[src/rtl/scan_timing_gen.sv]
// Digit-scan timing generator for multiplexed 7-segment / LED-matrix displays.
// Define SCAN_BLANK_EN to insert BLANK_CYCLES of dead time between digits.
module scan_timing_gen #(
    parameter int NUM_DIGITS   = 4,
    parameter int TICK_DIV     = 32768,
    parameter int BLANK_CYCLES = 16,
    localparam int IDX_W = (NUM_DIGITS > 2) ? $clog2(NUM_DIGITS) : 1,
    localparam int CNT_W = (TICK_DIV > 2) ? $clog2(TICK_DIV) : 1
) (
    input  logic                  clk,
    input  logic                  rst_n,
    input  logic                  en,
    input  logic [NUM_DIGITS-1:0] digit_mask,
    output logic [IDX_W-1:0]      digit_idx,
    output logic [NUM_DIGITS-1:0] digit_onehot,
    output logic                  digit_valid,
    output logic                  frame_start
);

`ifdef SCAN_BLANK_EN
    typedef enum logic [1:0] {IDLE, SHOW, BLANK} state_t;
    localparam bit USE_BLANK = (BLANK_CYCLES > 0);
    localparam int BW = (BLANK_CYCLES > 2) ? $clog2(BLANK_CYCLES) : 1;
    localparam logic [BW-1:0] BLAST = BW'(BLANK_CYCLES - 1);
    logic [BW-1:0] bcnt_q, bcnt_d;
    logic          wrap_q, wrap_d;
`else
    typedef enum logic {IDLE, SHOW} state_t;
    localparam bit USE_BLANK = 1'b0 & (BLANK_CYCLES > 0);
`endif

    localparam logic [CNT_W-1:0] LAST = CNT_W'(TICK_DIV - 1);

    state_t                state_q, state_d;
    logic [CNT_W-1:0]      cnt_q, cnt_d;
    logic [IDX_W-1:0]      idx_q, idx_d;
    logic [NUM_DIGITS-1:0] onehot_q, onehot_d;
    logic                  valid_q, valid_d;
    logic                  fs_q, fs_d;
    logic [IDX_W-1:0]      low, nxt;
    logic                  wrap;

    always_comb begin
        state_d  = state_q;
        cnt_d    = cnt_q;
        idx_d    = idx_q;
        onehot_d = onehot_q;
        valid_d  = valid_q;
        fs_d     = 1'b0;
`ifdef SCAN_BLANK_EN
        bcnt_d   = bcnt_q;
        wrap_d   = wrap_q;
`endif
        low = '0;
        for (int i = NUM_DIGITS - 1; i >= 0; i--)
            if (digit_mask[i]) low = IDX_W'(i);
        // Lowest set bit above the current index, else wrap to lowest overall
        nxt = low;
        for (int i = NUM_DIGITS - 1; i >= 0; i--)
            if (digit_mask[i] && (IDX_W'(i) > idx_q)) nxt = IDX_W'(i);
        wrap = (nxt <= idx_q);

        if (!en) begin
            state_d  = IDLE;
            cnt_d    = '0;
            idx_d    = '0;
            onehot_d = '0;
            valid_d  = 1'b0;
        end else begin
            unique case (state_q)
                IDLE: begin
                    if (|digit_mask) begin
                        state_d  = SHOW;
                        cnt_d    = '0;
                        idx_d    = low;
                        onehot_d = NUM_DIGITS'(1) << low;
                        valid_d  = 1'b1;
                        fs_d     = 1'b1;
                    end
                end
                SHOW: begin
                    if (cnt_q == LAST) begin
                        cnt_d = '0;
                        if (digit_mask == '0) begin
                            state_d  = IDLE;
                            idx_d    = '0;
                            onehot_d = '0;
                            valid_d  = 1'b0;
                        end else if (USE_BLANK) begin
`ifdef SCAN_BLANK_EN
                            state_d  = BLANK;
                            bcnt_d   = '0;
                            wrap_d   = wrap;
                            idx_d    = nxt;
                            onehot_d = '0;
                            valid_d  = 1'b0;
`endif
                        end else begin
                            idx_d    = nxt;
                            onehot_d = NUM_DIGITS'(1) << nxt;
                            fs_d     = wrap;
                        end
                    end else begin
                        cnt_d = cnt_q + CNT_W'(1);
                    end
                end
`ifdef SCAN_BLANK_EN
                BLANK: begin
                    if (bcnt_q == BLAST) begin
                        state_d  = SHOW;
                        cnt_d    = '0;
                        onehot_d = NUM_DIGITS'(1) << idx_q;
                        valid_d  = 1'b1;
                        fs_d     = wrap_q;
                    end else begin
                        bcnt_d = bcnt_q + BW'(1);
                    end
                end
`endif
                default: state_d = IDLE;
            endcase
        end
    end

    always_ff @(posedge clk or negedge rst_n) begin
        if (!rst_n) begin
            state_q  <= IDLE;
            cnt_q    <= '0;
            idx_q    <= '0;
            onehot_q <= '0;
            valid_q  <= 1'b0;
            fs_q     <= 1'b0;
`ifdef SCAN_BLANK_EN
            bcnt_q   <= '0;
            wrap_q   <= 1'b0;
`endif
        end else begin
            state_q  <= state_d;
            cnt_q    <= cnt_d;
            idx_q    <= idx_d;
            onehot_q <= onehot_d;
            valid_q  <= valid_d;
            fs_q     <= fs_d;
`ifdef SCAN_BLANK_EN
            bcnt_q   <= bcnt_d;
            wrap_q   <= wrap_d;
`endif
        end
    end

    assign digit_idx    = idx_q;
    assign digit_onehot = onehot_q;
    assign digit_valid  = valid_q;
    assign frame_start  = fs_q;

endmodule

[config.mk]
export PLATFORM = sky130hd
export DESIGN_NAME = scan_timing_gen
export DESIGN_NICKNAME = d
export VERILOG_FILES = /design/src/rtl/scan_timing_gen.sv
export SDC_FILE = /design/constraint.sdc
export NUM_CORES = 1
export LEC_CHECK = 0
export ABC_AREA = 1
export BUFFER_PORTS_ARGS = -buffer_cell sky130_fd_sc_hd__buf_2
export CORE_MARGIN = 5
export CORE_UTILIZATION = 58
export DETAILED_ROUTE_END_ITERATION = 10
export PLACE_DENSITY = 0.74
export SKIP_CTS_REPAIR_TIMING = 1
export SLEW_MARGIN = 15
export SYNTH_ARGS = -nofsm -noshare
export SYNTH_HDL_FRONTEND = slang
export SYNTH_SLANG_ARGS = --single-unit
export TNS_END_PERCENT = 30
[constraint.sdc]
create_clock -name clk -period 2.3 [get_ports clk]
set_clock_uncertainty 0.2 [all_clocks]
set_input_delay 0.115 -clock clk [delete_from_list [all_inputs] [get_ports clk]]
set_output_delay 0.115 -clock clk [all_outputs]
set_load 0.02 [all_outputs]
==> results of run 1 <==
==> state kept, by name, summed over array words and instances (netlist names) <==
name          count
cnt_q            15
frame_start       1
state_q           1
digit_idx         2
digit_valid       1
digit_onehot      4
==> worst paths after layout <==
| path | to | slack (ns) | depth (start not counted) |
|---|---|---|---|
| setup / recovery | frame_start$_DFF_PN0_ | 0.29 | 13 |
| hold / removal | digit_onehot[1]$_DFFE_PN0P_ | -0.003 | 5 |
| setup reg to reg | frame_start$_DFF_PN0_ | 0.29 | 13 |
| hold reg to reg | digit_onehot[1]$_DFFE_PN0P_ | 0.29 | 2 |
| max in group asynchronous | cnt_q[3]$_DFFE_PN0P_ | 1.43 | 2 |
| min in group asynchronous | cnt_q[11]$_DFFE_PN0P_ | 0.10 | 2 |
==> power by group <==
group          switching, mW  internal [mW]
Combinational          0.118         0.0575
Sequential            0.0193          0.441
Clock                  0.125         0.0966
==> worst max-delay path, cell delays in order (launching register included) <==
cell and delay [ns]:
sky130_fd_sc_hd__dfrtp_1 0.45, sky130_fd_sc_hd__nand2_1 0.07, sky130_fd_sc_hd__nand2_1 0.10, sky130_fd_sc_hd__nand3_1 0.11, sky130_fd_sc_hd__nand2_1 0.11, sky130_fd_sc_hd__inv_1 0.05
sky130_fd_sc_hd__ha_1 0.28, sky130_fd_sc_hd__inv_1 0.06, sky130_fd_sc_hd__nor2_1 0.03, sky130_fd_sc_hd__o21ai_0 0.13, sky130_fd_sc_hd__nand2_1 0.06, sky130_fd_sc_hd__o21ai_0 0.13
sky130_fd_sc_hd__o21ai_0 0.09, sky130_fd_sc_hd__nor2_1 0.10
==> per-layer routing <==
| layer | routed length (um) | vias up |
|---|---|---|
| li1 | - | 709 |
| met1 | 1400 | 640 |
| met2 | 1590 | 27 |
| met3 | 112 | 8 |
| met4 | 64 | 0 |
| met5 | 0 | - |
==> layout make-up <==
class / instances / area (um^2) / area share
inverters: 34 / 130 / 0.0777
well taps: 30 / 37.5 / 0.0224
repair buffers: 16 / 90.1 / 0.0538
multi-input cells: 154 / 779 / 0.466
clock buffers: 4 / 36.3 / 0.0217
flip-flops and latches: 24 / 601 / 0.359
==> cells in the final DEF, fill, tap and decap left out <==
cell type	synthesis	final
sky130_fd_sc_hd__nand3_1	12	12
sky130_fd_sc_hd__nand4_1	5	5
sky130_fd_sc_hd__nand2_4	3	3
sky130_fd_sc_hd__xor2_1	3	3
sky130_fd_sc_hd__nor2_1	22	22
sky130_fd_sc_hd__inv_4	1	1
sky130_fd_sc_hd__a22o_1	1	1
sky130_fd_sc_hd__a21oi_1	2	2
sky130_fd_sc_hd__clkbuf_8	0	1
sky130_fd_sc_hd__buf_2	0	14
sky130_fd_sc_hd__o21ai_1	6	6
sky130_fd_sc_hd__nor3_2	1	1
sky130_fd_sc_hd__nand2_1	69	69
sky130_fd_sc_hd__nor2_4	1	1
sky130_fd_sc_hd__dlygate4sd3_1	0	2
sky130_fd_sc_hd__inv_1	28	28
sky130_fd_sc_hd__o21ai_2	1	1
sky130_fd_sc_hd__clkinv_1	1	1
sky130_fd_sc_hd__nor2_2	3	3
sky130_fd_sc_hd__clkbuf_4	0	3
sky130_fd_sc_hd__nand3_4	1	1
sky130_fd_sc_hd__a21oi_2	3	3
sky130_fd_sc_hd__nor3_1	4	4
sky130_fd_sc_hd__dfrtp_1	24	24
sky130_fd_sc_hd__nor2_8	1	1
sky130_fd_sc_hd__o21ai_0	11	11
sky130_fd_sc_hd__and2_1	1	1
sky130_fd_sc_hd__inv_2	4	4
sky130_fd_sc_hd__ha_1	3	3
sky130_fd_sc_hd__nand2_2	1	1
==> cell families after synthesis <==
logic type,synth area share
buf+inv,0.0996
compound gates,0.0906
simple gates,0.376
flops,0.392
fa+ha+maj,0.0245
xor+xnor,0.0171
==> results.yml, run 1 <==
critical_path:
  startpoint_type_of_the_worst_setup_path: "flip-flop"
  worst_r2r_startpoint: "digit_idx[0]$_DFFE_PN0P_"
  arrival_ns: 2.07
  cp-startpoint: "digit_idx[0]$_DFFE_PN0P_"
  end_kind: "flip-flop"
  timing_worst_setup_path_type: "reg2reg"
  critical_path_rt_ns: 2.36
  largest_driver_fanout_on_the_critical_path: 5
yosys:
  yosys_register_bits: 24
  synth_fp_nets: 224
  synth_sequential_area_ratio: 0.392
  syn_area_um2: 1530
  synth.most_common_cell: "sky130_fd_sc_hd__nand2_1"
  synth.avg_cell_area_um2: 7.16
  synth_area_leader_cell: "sky130_fd_sc_hd__dfrtp_1"
  synth_flop_cell: "sky130_fd_sc_hd__dfrtp_1"
  netlist-cell-type-count: 27
  ys_top_cells_by_count: "sky130_fd_sc_hd__nand2_1, sky130_fd_sc_hd__inv_1, sky130_fd_sc_hd__dfrtp_1, sky130_fd_sc_hd__nor2_1, sky130_fd_sc_hd__nand3_1"
  post_synth_inst_count: 214
  fraction_of_synthesis_flops_using_an_asynchronous_set_or_reset_pin: 1.00
  synth_enable_flop_cells: 0
  synth_largest_type_area_fraction: 0.392
  synth_warn: 0
  netlist_top_cells_area: "sky130_fd_sc_hd__dfrtp_1, sky130_fd_sc_hd__nand2_1, sky130_fd_sc_hd__inv_1"
clocking:
  clkLatencyLatePin_ns: 0.31
  numCtsBuffers: 3
  clk_transition_reported_paths_ns: 0.14
  clockBufferDepth: 2
  cts.root.buffer_cell: "sky130_fd_sc_hd__clkbuf_4"
  cts_tree: "done"
  cts.sink_count: 24
  htreeDepth: 1
detailed_routing:
  route.vias.total: 1384
  drt.antenna.violating_nets: 0
  wire_per_inst_um: 12.1
  drt-total-wl_um: 3170
  drt-pass1-iter-count: 4
  first_iter_violations: 44
  routed_via_density: 5.28
  drc_errors: 0
die:
  dieArea_um2: 3770
  effective_utilization_at_floorplan: 0.613
  core_area_um2: 2500
  boundaryPins: 15
  die_y_um: 61.4
  chipWidth_um: 61.4
  std_cell_rows: 18
global_route:
  busiest_layer: "met2"
  global_route.usage.total: 0.205
  first_pass_grt_wire_length_um: 5790
  grt_use_met1: 0.252
  grt_max_degree: 25
  antenna_found_initial: 0
  use_met2: 0.361
  first_global_vias: 1355
  global_route.usage.met3: 0.0294
  grt_remaining_overflow: 0
cells_and_area:
  count_of_non_filler_cells_in_the_finished_layout: 262
  layout-drive-gt1-share: 0.164
  finalCoreUtilization: 0.670
  diodes: 0
  finalInstanceArea_um2: 1670
  layout_stage_area_growth_over_the_synthesis_result_pct: 9.22
  nNetsFinal: 243
  fillers: 224
timing:
  setup_viol: 0
  drv_slew: 0
  setup_ws_ns: 0.289
  final_hold_viol_count: 1
  hold_slack_ns: -0.00309
  rsz0062_at_grt: "false"
  finalCriticalPeriod_ns: 2.01
  fmax_mhz: 497
  max_slew_margin: 0.638
  timing.final.crit_share: 0.874
  final.setup.tns_ns: 0
  worst-slew-pin-transition_ns: 0.543
place:
  gp_congestion: 0.924
  dpl.hpwl_um: 2510
  worst_slack_placed_ns: 0.291
  dpl_cell_area_um2: 1620
  port_buffers: 14
  dp.cells: 256
power:
  vdd_drop_max_uv: 447
  design_power_total_uw: 858
  p_leak_nw: 0.888
  powerDensity_nw_per_um2: 512
job:
  drv.max_cap_violation_count: 0
run_status:
  violations: "negative hold slack"
  run_status: "finished with violations"
min_path:
  worstHoldStart: "digit_mask[1]"
  holdCritPathClass: "in2reg"
Power figures use the tool's default switching activity.
==> run 2, diff against run 1 <==
--- a/config.mk
+++ b/config.mk
@@ -6,7 +6,7 @@
 export NUM_CORES = 1
 export LEC_CHECK = 0
 export ABC_AREA = 1
-export BUFFER_PORTS_ARGS = -buffer_cell sky130_fd_sc_hd__buf_2
+export BUFFER_PORTS_ARGS = -buffer_cell sky130_fd_sc_hd__buf_4
 export CORE_MARGIN = 5
 export CORE_UTILIZATION = 58
 export DETAILED_ROUTE_END_ITERATION = 10
==> run 2 against run 1 <==
The run still ends with negative hold slack left. Clock power increased by 40%. Largest cell class unchanged. Total power increased by 13%. Clock-buffer cell count decreased by 1. Wire length increased by 5.1%. Combinational power increased by 11%. First-iteration DRC count increased by 41%. Setup slack got worse by 0.052 ns. Flip-flop and latch count unchanged. Critical path depth unchanged. Critical path type unchanged.
==> results.yml, run 2 (synthesis gave the netlist of run 1 again) <==
place:
  gp_congestion: 0.932
  port_buffers: 14
  worst_slack_placed_ns: 0.259
  dpl.hpwl_um: 2530
global_route:
  antenna_found_initial: 0
  grt_max_degree: 25
  grt_remaining_overflow: 0
  first_global_vias: 1353
  first_pass_grt_wire_length_um: 5730
  global_route.usage.total: 0.204
detailed_routing:
  drt-pass1-iter-count: 4
  first_iter_violations: 62
  drt.antenna.violating_nets: 0
  drc_errors: 0
  drt-total-wl_um: 3330
  route.vias.total: 1380
  wire_per_inst_um: 12.7
  routed_via_density: 5.25
timing:
  timing.final.crit_share: 0.897
  max_slew_margin: 0.756
  drv_slew: 0
  worst-slew-pin-transition_ns: 0.366
  hold_slack_ns: -0.0232
  setup_viol: 0
  final_hold_viol_count: 1
  setup_ws_ns: 0.237
  final.setup.tns_ns: 0
  fmax_mhz: 485
  finalCriticalPeriod_ns: 2.06
die:
  dieArea_um2: 3770
  chipWidth_um: 61.4
  boundaryPins: 15
  std_cell_rows: 18
  core_area_um2: 2500
  effective_utilization_at_floorplan: 0.613
  die_y_um: 61.4
cells_and_area:
  regMostFlops: "cnt_q"
  flip_flop_count_of_the_largest_register_all_copies_and_words_added: 15
  final_common_cell: "sky130_fd_sc_hd__nand2_1"
  layout_stage_area_growth_over_the_synthesis_result_pct: 13.5
  final_cell_mix: "sky130_fd_sc_hd__nand2_1, sky130_fd_sc_hd__inv_1, sky130_fd_sc_hd__dfrtp_1"
  diodes: 0
  layout-drive-gt1-share: 0.180
  nNetsFinal: 244
job:
  drv.max_cap_violation_count: 0
clocking:
  clkLatencyLatePin_ns: 0.32
  cts.root.buffer_cell: "sky130_fd_sc_hd__clkbuf_4"
  cts.sink_count: 24
  clk_transition_reported_paths_ns: 0.14
  numCtsBuffers: 3
  htreeDepth: 1
  clockBufferDepth: 2
  cts_tree: "done"
critical_path:
  startpoint_type_of_the_worst_setup_path: "flip-flop"
  arrival_ns: 2.12
  cp-startpoint: "digit_idx[0]$_DFFE_PN0P_"
  critical_path_rt_ns: 2.36
  end_kind: "flip-flop"
  largest_driver_fanout_on_the_critical_path: 5
  worst_r2r_startpoint: "digit_idx[0]$_DFFE_PN0P_"
  timing_worst_setup_path_type: "reg2reg"
run_status:
  run_status: "finished with violations"
  violations: "negative hold slack"
power:
  p_leak_nw: 0.906
  powerDensity_nw_per_um2: 556
  design_power_total_uw: 968
  vdd_drop_max_uv: 411
min_path:
  holdCritPathClass: "in2reg"
  worstHoldStart: "digit_mask[1]"
==> run 2: worst paths after layout <==
kind | to | slack [ns] | cells after the start
worst max-delay path | frame_start$_DFF_PN0_ | 0.24 | 13
worst min-delay path | digit_onehot[1]$_DFFE_PN0P_ | -0.02 | 5
worst max register to register | frame_start$_DFF_PN0_ | 0.24 | 13
worst min register to register | digit_onehot[3]$_DFFE_PN0P_ | 0.30 | 2
max in group asynchronous | digit_idx[0]$_DFFE_PN0P_ | 1.64 | 2
min in group asynchronous | cnt_q[10]$_DFFE_PN0P_ | 0.01 | 2
==> run 2: area by class of cell <==
| class | instances | area, um^2 |
|---|---|---|
| fill | 206 | 761 |
| tap | 30 | 37.5 |
| multi-input combinational | 154 | 785 |
| clock buffer | 3 | 22.5 |
| sequential | 24 | 602 |
| timing repair buffer | 17 | 133 |
| clock inverter | 1 | 30.0 |
| inverter | 34 | 130 |
==> run 2: per-stage QoR <==
stage	cells	utilization	cell area, um^2
2_1_floorplan	214	-	1530
3_3_place_gp	256	0.661	1650
3_5_place_dp	256	0.661	1650
4_1_cts	260	0.682	1710
5_1_grt	263	0.696	1740
6_report	263	0.696	1740
==> run 2: layer usage <==
metal  global-route usage  vias to the layer above  wire, um
li1                     -                      706         -
met5                    0                        -         0
met3               0.0231                        6       102
met2                0.361                       30      1680
met4               0.0970                        0        63
met1                0.245                      638      1480
==> run 2: power by group <==
group	total [mW]	internal (mW)	switching (mW)
clock network	0.311	0.176	0.135
registers	0.462	0.442	0.0198
logic	0.195	0.0729	0.122
total	0.968	0.691	0.277
==> run 2: worst max-delay path, stage by stage (launching register included) <==
cell                      delay [ns]
sky130_fd_sc_hd__dfrtp_2        0.44
sky130_fd_sc_hd__nand2_1        0.06
sky130_fd_sc_hd__nand2_1        0.11
sky130_fd_sc_hd__nand3_1        0.14
sky130_fd_sc_hd__nand2_2        0.11
sky130_fd_sc_hd__inv_1          0.05
sky130_fd_sc_hd__ha_1           0.28
sky130_fd_sc_hd__inv_1          0.06
sky130_fd_sc_hd__nor2_1         0.03
sky130_fd_sc_hd__o21ai_0        0.13
sky130_fd_sc_hd__nand2_1        0.06
sky130_fd_sc_hd__o21ai_0        0.12
sky130_fd_sc_hd__o21ai_0        0.10
sky130_fd_sc_hd__nor2_1         0.11
==> run 3, diff against run 2 <==
--- a/config.mk
+++ b/config.mk
@@ -8,9 +8,9 @@
 export ABC_AREA = 1
 export BUFFER_PORTS_ARGS = -buffer_cell sky130_fd_sc_hd__buf_4
 export CORE_MARGIN = 5
-export CORE_UTILIZATION = 58
+export CORE_UTILIZATION = 60
 export DETAILED_ROUTE_END_ITERATION = 10
-export PLACE_DENSITY = 0.74
+export PLACE_DENSITY = 0.8
 export SKIP_CTS_REPAIR_TIMING = 1
 export SLEW_MARGIN = 15
 export SYNTH_ARGS = -nofsm -noshare
==> constraint.sdc (replaced) <==
create_clock -name clk -period 2.7 [get_ports clk]
set_clock_uncertainty 0.2 [all_clocks]
set_input_delay 0.135 -clock clk [delete_from_list [all_inputs] [get_ports clk]]
set_output_delay 0.135 -clock clk [all_outputs]
set_load 0.02 [all_outputs]
==> run 3 against run 2 <==
The flow now finishes without violations. Critical path depth stayed put. Clock power fell by 15%. Combinational power fell by 16%. Via count up 2.6%. Flip-flop and latch count is the same. First-iteration DRC count rose by 16%. Largest power group unchanged.
==> results.yml, run 3 (synthesis gave the netlist of run 1 again) <==
cells_and_area:
  multiInputGateArea_um2: 779
  flip_flop_count_of_the_largest_register_all_copies_and_words_added: 15
  nNetsFinal: 243
  regMostFlops: "cnt_q"
  final_common_cell: "sky130_fd_sc_hd__nand2_1"
  layout_stage_area_growth_over_the_synthesis_result_pct: 12.6
  layout-drive-gt1-share: 0.164
  final_cell_mix: "sky130_fd_sc_hd__nand2_1, sky130_fd_sc_hd__inv_1, sky130_fd_sc_hd__dfrtp_1"
  layout.area.seq_um2: 601
  finalCoreUtilization: 0.703
  diodes: 0
  fillers: 187
  finalInstanceArea_um2: 1730
timing:
  final.setup.tns_ns: 0
  fmax_mhz: 475
  max_slew_margin: 0.780
  final_hold_viol_count: 0
  worst-slew-pin-transition_ns: 0.330
  finalCriticalPeriod_ns: 2.10
  setup_ws_ns: 0.597
  drv_slew: 0
  setup_viol: 0
  rsz0062_at_grt: "false"
  timing.final.crit_share: 0.779
clocking:
  clkLatencyLatePin_ns: 0.32
  htreeDepth: 1
  cts.sink_count: 24
  clk_transition_reported_paths_ns: 0.15
  cts_tree: "done"
  cts.root.buffer_cell: "sky130_fd_sc_hd__clkbuf_4"
  numCtsBuffers: 3
  clockBufferDepth: 2
die:
  boundaryPins: 15
  core_area_um2: 2450
  chipWidth_um: 60.5
  effective_utilization_at_floorplan: 0.624
  dieArea_um2: 3670
  die_y_um: 60.5
  std_cell_rows: 18
critical_path:
  cp-startpoint: "digit_idx[1]$_DFFE_PN0P_"
  critical_path_rt_ns: 2.75
  largest_driver_fanout_on_the_critical_path: 4
  cpMaxStageDelayCell: "sky130_fd_sc_hd__dfrtp_1"
  worst_r2r_startpoint: "digit_idx[1]$_DFFE_PN0P_"
  startpoint_type_of_the_worst_setup_path: "flip-flop"
  timing_worst_setup_path_type: "reg2reg"
  end_kind: "flip-flop"
  timing.critical_path.slowest_cell_delay_ns: 0.42
  critical_path.cell_chain: "inv_1 > nand2_1 > nand3_1 > nand2_1 > inv_1 > ha_1 > inv_1 > nor2_1 > o21ai_0 > nand2_1 > o21ai_0 > o21ai_0 > nor2_1"
  arrival_ns: 2.15
global_route:
  grt_max_degree: 25
  global_route.usage.total: 0.220
  grt_remaining_overflow: 0
  first_global_vias: 1434
  first_pass_grt_wire_length_um: 6020
  antenna_found_initial: 0
job:
  drv.max_cap_violation_count: 0
power:
  design_power_total_uw: 821
  p_leak_nw: 0.902
  powerDensity_nw_per_um2: 476
  vdd_drop_max_uv: 325
min_path:
  holdCritPathClass: "in2async"
run_status:
  run_status: "finished clean"
detailed_routing:
  first_iter_violations: 72
  wire_per_inst_um: 13.5
  drt-total-wl_um: 3530
  drt-pass1-iter-count: 4
  routed_via_density: 5.40
  drc_errors: 0
  route.vias.total: 1416
  drt.antenna.violating_nets: 0
place:
  dpl.hpwl_um: 2610
  dpl_cell_area_um2: 1650
  gp_congestion: 0.983
  worst_slack_placed_ns: 0.664
  port_buffers: 14
[run 3: cell count changes in the layout (fill, tap and decap cells not counted)]
cell	delta
sky130_fd_sc_hd__buf_4	-1
sky130_fd_sc_hd__dfrtp_1	+1
sky130_fd_sc_hd__dfrtp_2	-1
sky130_fd_sc_hd__nand2_1	+2
sky130_fd_sc_hd__nand2_2	-2
[run 3: stage by stage]
step           std cells  hold slack (ns)
2_1_floorplan        214           -0.361
3_3_place_gp         256           -0.150
3_5_place_dp         256           -0.144
4_1_cts              260           -0.507
5_1_grt              262           0.0279
6_report             262           0.0238
[run 3: where the power goes]
| part | internal (mW) | switching (mW) | total, mW |
|---|---|---|---|
| sequential | 0.376 | 0.0171 | 0.393 |
| clock | 0.150 | 0.115 | 0.265 |
| combinational | 0.0589 | 0.104 | 0.163 |
| total | 0.585 | 0.236 | 0.821 |
[run 3: final timing paths]
| check | to | slack, ns | depth (start not counted) |
|---|---|---|---|
| worst max register to register | frame_start$_DFF_PN0_ | 0.60 | 13 |
| min in group clk | digit_onehot[1]$_DFFE_PN0P_ | 0.06 | 5 |
| worst min-delay path | cnt_q[1]$_DFFE_PN0P_ | 0.02 | 2 |
| worst max-delay path | frame_start$_DFF_PN0_ | 0.60 | 13 |
| max in group asynchronous | cnt_q[9]$_DFFE_PN0P_ | 2.02 | 2 |
| worst min register to register | digit_onehot[0]$_DFFE_PN0P_ | 0.30 | 2 |
[run 3: final cells by class]
| cell class | count | share of cell area |
|---|---|---|
| clock buffers | 3 | 0.0131 |
| inverters | 34 | 0.0754 |
| clock inverters | 1 | 0.0174 |
| repair buffers | 16 | 0.0725 |
| multi-input cells | 154 | 0.452 |
| flip-flops and latches | 24 | 0.348 |
| well taps | 30 | 0.0218 |
[run 3: layer usage]
layer	part of all wire	GRT usage	up-vias
met3	0.037	0.0277	12
met5	0	0	-
met2	0.53	0.409	37
li1	-	-	703
met4	0.031	0.121	0
met1	0.41	0.242	664
[run 3: worst max-delay path, delay by kind of cell, from the launching register on]
| kind | cells | cell delay (ns) |
|---|---|---|
| compound gates | 3 | 0.37 |
| fa+ha+maj | 1 | 0.28 |
| buf+inv | 3 | 0.22 |
| flops | 1 | 0.42 |
| simple gates | 6 | 0.54 |
